===== src/rtl/fetch_sequencer.sv =====
// fetch_sequencer
//   Instruction-fetch controller for a multi-cycle instruction memory.
//   Owns the PC, runs the imem req/ack handshake, holds one fetched
//   instruction for the decoder, resolves the next PC from the
//   branch/jump/jal/jr controls and issues the $31 link write for jal.
//
// Build option:
//   BRANCH_DELAY_SLOT_EN - when defined, taken redirects are deferred by one
//   instruction (delay slot) through a pending-target register and the jal
//   link value becomes PC+8. When undefined, redirects are immediate and the
//   link value is PC+4.
//
// Ports:
//   Clock_i       system clock, rising edge
//   Reset_i       asynchronous reset, active low
//   imem_req_o    fetch request, held until imem_ack_i
//   imem_addr_o   fetch byte address (PC)
//   imem_ack_i    memory returns imem_rdata_i this cycle
//   imem_rdata_i  instruction word
//   stall_i       downstream hold; the latched instruction is not consumed
//   Branch_i, Zero_i, br_offset_i   beq-type redirect, signed word offset
//   Jump_i, Jal_i, jtarget_i        j / jal with 26-bit index
//   Jr_i, reg31_i                   jr $31 and the current $31 value
//   Inst_o        latched instruction
//   inst_valid_o  Inst_o holds an unconsumed instruction
//   w_reg31_o     link value (holds after the write)
//   w_reg31_we_o  one-cycle write strobe for $31
//   err_o         sticky fetch timeout
module fetch_sequencer #(
  parameter logic [31:0] RESET_PC = 32'h0000_0000,
  parameter int unsigned MAX_WAIT = 15
) (
  input  logic        Clock_i,
  input  logic        Reset_i,
  output logic        imem_req_o,
  output logic [31:0] imem_addr_o,
  input  logic        imem_ack_i,
  input  logic [31:0] imem_rdata_i,
  input  logic        stall_i,
  input  logic        Branch_i,
  input  logic        Zero_i,
  input  logic [15:0] br_offset_i,
  input  logic        Jump_i,
  input  logic        Jal_i,
  input  logic        Jr_i,
  input  logic [25:0] jtarget_i,
  input  logic [31:0] reg31_i,
  output logic [31:0] Inst_o,
  output logic        inst_valid_o,
  output logic [31:0] w_reg31_o,
  output logic        w_reg31_we_o,
  output logic        err_o
);

  // state      | meaning
  // FETCH_PREP | one cycle; registers imem_req/imem_addr for the fetch
  // FETCH      | request outstanding, waiting for ack or timeout
  // EXEC       | instruction presented; consumed (and PC updated) when !stall
  // HALT       | fetch timed out; parked until reset
  localparam logic [1:0] ST_FETCH_PREP = 2'd0;
  localparam logic [1:0] ST_FETCH      = 2'd1;
  localparam logic [1:0] ST_EXEC       = 2'd2;
  localparam logic [1:0] ST_HALT       = 2'd3;

  localparam logic [3:0] WAIT_LAST = MAX_WAIT[3:0];

  logic [1:0]  state_q, state_d;
  logic [31:0] pc_q, pc_d;
  logic [3:0]  wait_cnt_q, wait_cnt_d;
  logic        req_q, req_d;
  logic [31:0] addr_q, addr_d;
  logic [31:0] inst_q, inst_d;
  logic        valid_q, valid_d;
  logic [31:0] link_q, link_d;
  logic        link_we_q, link_we_d;
  logic        err_q, err_d;

`ifdef BRANCH_DELAY_SLOT_EN
  logic        pend_q, pend_d;
  logic [31:0] pend_tgt_q, pend_tgt_d;
`endif

  logic [31:0] pc4;
  logic [31:0] br_tgt;
  logic [31:0] redirect_tgt;
  logic        redirect;
  logic        jal_link;
  logic [3:0]  wait_inc;

  // All PC arithmetic is plain 32-bit, so it wraps modulo 2^32.
  assign pc4      = pc_q + 32'd4;
  assign br_tgt   = pc4 + {{14{br_offset_i[15]}}, br_offset_i, 2'b00};
  assign jal_link = Jal_i & ~Jr_i;
  assign wait_inc = wait_cnt_q + 4'd1;

  // Redirect priority: jr > jal/j > taken branch.
  always_comb begin
    redirect     = 1'b1;
    redirect_tgt = pc4;
    if (Jr_i) begin
      redirect_tgt = reg31_i & 32'hFFFF_FFFC;
    end else if (Jal_i | Jump_i) begin
      redirect_tgt = {pc4[31:28], jtarget_i, 2'b00};
    end else if (Branch_i & Zero_i) begin
      redirect_tgt = br_tgt;
    end else begin
      redirect = 1'b0;
    end
  end

  always_comb begin
    state_d    = state_q;
    pc_d       = pc_q;
    wait_cnt_d = wait_cnt_q;
    req_d      = req_q;
    addr_d     = addr_q;
    inst_d     = inst_q;
    valid_d    = valid_q;
    link_d     = link_q;
    link_we_d  = 1'b0;
    err_d      = err_q;
`ifdef BRANCH_DELAY_SLOT_EN
    pend_d     = pend_q;
    pend_tgt_d = pend_tgt_q;
`endif

    case (state_q)
      ST_FETCH_PREP: begin
        req_d      = 1'b1;
        addr_d     = pc_q;
        wait_cnt_d = 4'd0;
        state_d    = ST_FETCH;
      end
      ST_FETCH: begin
        if (imem_ack_i) begin
          inst_d     = imem_rdata_i;
          valid_d    = 1'b1;
          req_d      = 1'b0;
          wait_cnt_d = 4'd0;
          state_d    = ST_EXEC;
        end else if (wait_inc == WAIT_LAST) begin
          // This was the last allowed FETCH cycle without an ack.
          err_d      = 1'b1;
          req_d      = 1'b0;
          wait_cnt_d = wait_inc;
          state_d    = ST_HALT;
        end else begin
          wait_cnt_d = wait_inc;
        end
      end
      ST_EXEC: begin
        if (!stall_i) begin
          valid_d = 1'b0;
          state_d = ST_FETCH_PREP;
`ifdef BRANCH_DELAY_SLOT_EN
          if (pend_q) begin
            // Delay-slot instruction just retired; its controls are ignored.
            pc_d   = pend_tgt_q;
            pend_d = 1'b0;
          end else begin
            pc_d = pc4;
            if (redirect) begin
              pend_d     = 1'b1;
              pend_tgt_d = redirect_tgt;
            end
            if (jal_link) begin
              link_d    = pc4 + 32'd4;
              link_we_d = 1'b1;
            end
          end
`else
          pc_d = redirect ? redirect_tgt : pc4;
          if (jal_link) begin
            link_d    = pc4;
            link_we_d = 1'b1;
          end
`endif
        end
      end
      default: begin
        req_d   = 1'b0;
        valid_d = 1'b0;
        err_d   = 1'b1;
      end
    endcase
  end

  always_ff @(posedge Clock_i or negedge Reset_i) begin
    if (!Reset_i) begin
      state_q    <= ST_FETCH_PREP;
      pc_q       <= RESET_PC;
      wait_cnt_q <= 4'd0;
      req_q      <= 1'b0;
      addr_q     <= 32'd0;
      inst_q     <= 32'd0;
      valid_q    <= 1'b0;
      link_q     <= 32'd0;
      link_we_q  <= 1'b0;
      err_q      <= 1'b0;
    end else begin
      state_q    <= state_d;
      pc_q       <= pc_d;
      wait_cnt_q <= wait_cnt_d;
      req_q      <= req_d;
      addr_q     <= addr_d;
      inst_q     <= inst_d;
      valid_q    <= valid_d;
      link_q     <= link_d;
      link_we_q  <= link_we_d;
      err_q      <= err_d;
    end
  end

`ifdef BRANCH_DELAY_SLOT_EN
  always_ff @(posedge Clock_i or negedge Reset_i) begin
    if (!Reset_i) begin
      pend_q     <= 1'b0;
      pend_tgt_q <= 32'd0;
    end else begin
      pend_q     <= pend_d;
      pend_tgt_q <= pend_tgt_d;
    end
  end
`endif

  assign imem_req_o   = req_q;
  assign imem_addr_o  = addr_q;
  assign Inst_o       = inst_q;
  assign inst_valid_o = valid_q;
  assign w_reg31_o    = link_q;
  assign w_reg31_we_o = link_we_q;
  assign err_o        = err_q;

endmodule


===== config.mk =====
export PLATFORM = sky130hd
export DESIGN_NAME = fetch_sequencer
export DESIGN_NICKNAME = d
export VERILOG_FILES = /design/src/rtl/fetch_sequencer.sv
export SDC_FILE = /design/constraint.sdc
export NUM_CORES = 1
export LEC_CHECK = 0
export ABC_AREA = 1
export CAP_MARGIN = 25
export CORE_MARGIN = 10
export CORE_UTILIZATION = 30
export DETAILED_ROUTE_END_ITERATION = 6
export SLEW_MARGIN = 20
export SYNTH_ARGS = -nofsm -noshare
export SYNTH_HDL_FRONTEND = slang
export SYNTH_SLANG_ARGS = --single-unit

===== constraint.sdc =====
create_clock -name Clock_i -period 2.5 [get_ports Clock_i]
set_input_delay 0.5 -clock Clock_i [delete_from_list [all_inputs] [get_ports Clock_i]]
set_output_delay 0.5 -clock Clock_i [all_outputs]
set_load 0.02 [all_outputs]

Yosys cells after proc, flatten, opt, wreduce, memory -nomap -nowiden
Cells that the tools add are included.
Widths: inputs -> output; s select.
{"block": "totals", "regBits": 138, "in_bits": 115, "out_inout_bits": 100}
{"block": "classes", "addsub": 3, "n_eq_ne": 8, "mux": 25, "n_bitwise": 8, "reduce_logical": 11}
{"cell": "$mux 32", "count": 4}
{"cell": "$add 32x3->32 const B", "count": 1}
{"cell": "$add 32x32->32", "count": 1}
{"cell": "$mux 1", "count": 12}
{"cell": "$reduce_and 3->1", "count": 4}
{"cell": "$ne 2x2->1 const B", "count": 4}
{"cell": "$pmux 4 s2", "count": 1}
{"cell": "$mux 2", "count": 3}
{"cell": "$pmux 1 s3", "count": 2}
{"cell": "$pmux 2 s3", "count": 1}
{"cell": "$reduce_and 2->1", "count": 3}
{"cell": "$not 1->1", "count": 5}
{"cell": "$add 4x1->4 const B", "count": 1}
{"cell": "$eq 4x4->1 const B", "count": 1}
{"cell": "$mux 4", "count": 1}
{"cell": "$ne 3x3->1 const B", "count": 1}
{"cell": "$reduce_bool 3->1", "count": 1}
{"cell": "$and 1x1->1", "count": 2}
{"cell": "$eq 2x1->1 const B", "count": 1}
{"cell": "$eq 2x2->1 const B", "count": 1}
{"cell": "$logic_not 2->1", "count": 1}
{"cell": "$pmux 1 s2", "count": 1}
{"cell": "$reduce_bool 2->1", "count": 1}
{"cell": "$reduce_or 2->1", "count": 1}
{"cell": "$or 1x1->1", "count": 1}

Logic depth before layout (Yosys ltp)
{"block": "logic_depth", "depth_word": 6, "depth_mapped": 24, "ltp_nobuf": 24}

Worst setup path before layout
No wires, ideal clock.
{"block": "synth_timing", "path_type": "register to register", "startpoint": "register pc_q[3]", "endpoint": "register pc_q[27]", "setup_ns": 0.116, "arrival_time_ns": 2.529, "setup_slack_ns": -0.146, "path_stages_with_launch": 23, "cell_sequence": "dfrtp_1 ha_1 inv_1 nor2_1 inv_1 nor2_1 xor2_1 inv_1 ha_1 nand2_1 inv_1 nand2_1 nand2_1 a21oi_1 nor2_1 nor2_1 nand2_1 nand2_1 nand3_1 nand3_1 nand2_1 nand2_1 nand2_1"}
{"block": "synth_between", "elab_chain_cells": 6}
{"element": "start, declared", "line": "68", "source": "logic [31:0] pc_q, pc_d;"}
{"element": "start signal, assigned", "line": "202", "source": "pc_q <= pc_d;"}
{"element": "$add 32x3->32", "line": "91", "source": "assign pc4 = pc_q + 32'd4;"}
{"element": "via pc4[14]", "line": "83", "source": "logic [31:0] pc4;"}
{"element": "$add 32x32->32", "line": "92", "source": "assign br_tgt = pc4 + {{14{br_offset_i[15]}}, br_offset_i, 2'b00};"}
{"element": "$mux 32", "line": "104", "source": "end else if (Branch_i & Zero_i) begin"}
{"element": "$mux 32", "line": "102", "source": "end else if (Jal_i | Jump_i) begin"}
{"element": "$mux 32", "line": "100", "source": "if (Jr_i) begin"}
{"element": "$mux 32", "line": "172", "source": "pc_d = redirect ? redirect_tgt : pc4;"}
The timed path passes the listed nets, and every way through them passes these cells.
A chain may end at the register's enable or synchronous reset.

Worst setup path in the final report
{"block": "layout_timing", "startpoint": "register pc_q[11]", "endpoint": "register pc_q[26]"}
Same word-level chain as after synthesis.

==> results.yml <==
outcome:
  outcome: "finished, violations left"
  violations: "setup timing"
yosys:
  synthFlopType: "dfrtp_1"
  synthTopCellsByCount: "504 x nand2_1, 167 x inv_1, 132 x dfrtp_1"
  synth_edf_count: 0
  seq_area_frac_synth: 0.372
  netlist.area_leader.share: 0.372
  yosysTopAreaCell: "dfrtp_1"
  synth_cell_types: 45
  yosysMostFrequentCell: "nand2_1"
  ys_seq_elements: 132
  ys.warnings.count: 0
  synth_area_um2: 8870
  synthTopCellsByArea: "dfrtp_1 37%, nand2_1 21%, inv_1 7.1%, o21ai_0 5.6%, ha_1 5.4%"
  synth_cells: 1327
  avgSynthCellArea_um2: 6.69
  postSynth.asyncResetShare: 1.00
worst_setup_path:
  start_kind: "flop"
  cp_slowest_cell: "dfrtp_1"
  reg2reg_from: "pc_q[11]$_DFFE_PN0P_"
  worstPathArrival_ns: 3.29
  crit_type: "reg -> reg"
  worstPathRequired_ns: 2.85
  critPathMaxStageDelay_ns: 0.41
  worst-path-max-fanout: 5
  crit_path_end_kind: "flop"
  crit_chain: "nand2_2, nor2_2, nand2_2, nor2_8, nand2_4, xor2_2, ha_1, a21oi_2, inv_1, nand2_1, buf_4, a21oi_1, nor2_1, nand3_1, nand2_1, nand3_1, nand2_1, nand2_1, a21boi_1"
  crit_start: "pc_q[11]$_DFFE_PN0P_"
  path_common_cell: "nand2_1"
final_layout:
  multiInputGateArea_um2: 6470
  fin_util: 0.542
  layout.nets: 1914
  areaGrowthSynthToFinish_pct: 76.8
  antenna-diode-count: 0
  drive_gt1_frac: 0.344
  fillers: 2607
  regArea_um2: 3310
floorplan:
  die_w_um: 192
  num_rows: 62
  dieHeight_um: 192
  coreArea_um2: 28900
  initial_utilization: 0.307
  io-pin-count: 215
  dieArea_um2: 36900
clocking:
  clk_pin_slew_ns: 0.06
  hold_buffers: 0
  cts.sinks: 132
  cts_buffer_depth: 2
  h-tree-depth: 4
  worstSkewPairLatency_ns: 0.42
  root_buffer: "clkbuf_16"
  numCtsBuffers: 17
  tritoncts: "done"
drt:
  wire_per_inst_um: 17.8
  drt-pass1-iter-count: 5
  via_per_inst: 4.86
  routed_wirelength_um: 38400
  drt_iter0_markers: 880
  drc: 0
  drtAntennaViolNets: 0
  vias: 10500
global_routing:
  antenna_found_initial: 1
  grt_pass1_vias: 10400
  grt.total_usage: 0.201
  grt_pass1_wl_um: 57800
  grt_max_degree: 57
  grt_overflow: 0
place:
  gp_congestion: 1.05
  place_hpwl_um: 29300
  portBuffers: 208
power:
  power.switching_mw: 8.44
  swShare: 0.440
  p_per_area_nw_per_um2: 1220
  intPower_mw: 10.7
  power.total_mw: 19.2
  ir_worst_vdd_mv: 0.640
  seqPwrFrac: 0.196
  power.leakage_nw: 7.60
  pwr-share-comb: 0.658
  clkPwrFrac: 0.146
sta:
  slew_headroom: 0.576
  fin_skew_ns: 0.00765
  min_period_over_period: 1.18
  setup-violations-final: 26
  worst_slew_pin_slew_ns: 0.636
  holdWs_ns: 0.112
  slew_violations: 0
  fin_crit_ns: 2.95
  layout_setup_ws_ns: -0.445
  fmax_mhz: 340
  rsz0062_at_grt: "true"
  finalHoldViolCount: 0
min_path:
  hp-class: "in -> async"
job:
  max_cap_violations: 0
-- power by group through the flow --
stage | Sequential, mW | Clock, mW | Combinational (mW)
floorplan | 4.59 | 0 | 3.81
global placement | 3.71 | 0 | 9.66
CTS | 3.73 | 2.84 | 11.7
detailed placement | 3.75 | 0 | 9.71
finish | 3.75 | 2.80 | 12.6
global route | 3.86 | 2.96 | 13.6
-- metrics by stage --
step,setup TNS (ns),worst slack (ns),cell area (µm²),std cells
5_1_grt,-12.12,-0.576,15700,2157
3_5_place_dp,-12.48,-0.681,12900,2080
6_report,-8.47,-0.445,15700,2157
2_1_floorplan,0,0.00312,8960,1330
3_3_place_gp,-11.50,-0.641,12900,2080
4_1_cts,-5.70,-0.361,15100,2147
-- worst paths after layout --
| kind | end | slack [ns] | cells after the start |
|---|---|---|---|
| max | pc_q[26]$_DFFE_PN0P_ | -0.45 | 19 |
| min | imem_addr_o[16]$_DFFE_PN0P_ | 0.11 | 1 |
| max reg2reg | pc_q[26]$_DFFE_PN0P_ | -0.45 | 19 |
| min reg2reg | Inst_o[4]$_DFFE_PN0P_ | 0.47 | 2 |
| max in group asynchronous | pc_q[2]$_DFFE_PN0P_ | 1.74 | 2 |
| min in group Clock_i | Inst_o[4]$_DFFE_PN0P_ | 0.47 | 2 |
-- what timing repair did --
action / in CTS / in global routing
buffers inserted: 35 / 11
setup endpoints to repair: 27 / 27
resized for setup: 302 / 121
pin swaps: 129 / 98
-- critical path: cells and delay by family (launching register included) --
family	cells	cell delay, ns
AOI/OAI and AO/OA	3	0.37
xor gates and xnor gates	1	0.34
adders and majority gates	1	0.33
buffers and inverters	2	0.19
DFF	1	0.41
and+or+nand+nor	12	1.21
-- registers in the layout, indices dropped and copies added, names as in the netlist --
| register | count |
|---|---|
| inst_valid_o | 1 |
| w_reg31_we_o | 1 |
| pc_q | 30 |
| err_o | 1 |
| wait_cnt_q | 4 |
| imem_req_o | 1 |
| state_q | 2 |
| w_reg31_o | 30 |
| Inst_o | 32 |
| imem_addr_o | 30 |
-- layout by cell type, fill, tap and decap left out, types with 12 or more instances in the layout --
cell               n
nand2_1          408
a21oi_1           31
clkbuf_16         17
nand3_1           38
nand2_2           71
inv_1            133
dfrtp_1          130
nand3_2           20
nand2_4           31
nor2_4            24
ha_4              30
a21oi_2           27
buf_4            214
nand4_1           12
clkdlybuf4s50_1  207
nor2_1            47
buf_6             24
inv_2             36
nor2_2            25
o21ai_0           87
-- layout make-up --
type / count / area share
Inverter: 173 / 0.0419
Sequential cell: 132 / 0.211
Tap cell: 384 / 0.0306
Multi-Input combinational cell: 983 / 0.413
Timing Repair Buffer: 453 / 0.262
Clock buffer: 21 / 0.0294
Clock inverter: 11 / 0.0125
-- routing by layer --
layer | up-vias | wire length [µm] | GRT usage
met2 | 442 | 17400 | 0.322
met4 | 2 | 1270 | 0.0751
met5 | - | 13 | 0
met1 | 4903 | 16700 | 0.264
met3 | 80 | 3010 | 0.0386
li1 | 5053 | - | -
-- cells by family after synthesis --
family | share of synthesized area
and+or+nand+nor | 0.330
buffers and inverters | 0.0938
AOI/OAI and AO/OA | 0.127
DFF | 0.372
adders and majority gates | 0.0558
xor gates and xnor gates | 0.0188
muxes | 0.00226
other | 0.000423
(Power assumes the default switching activity.)
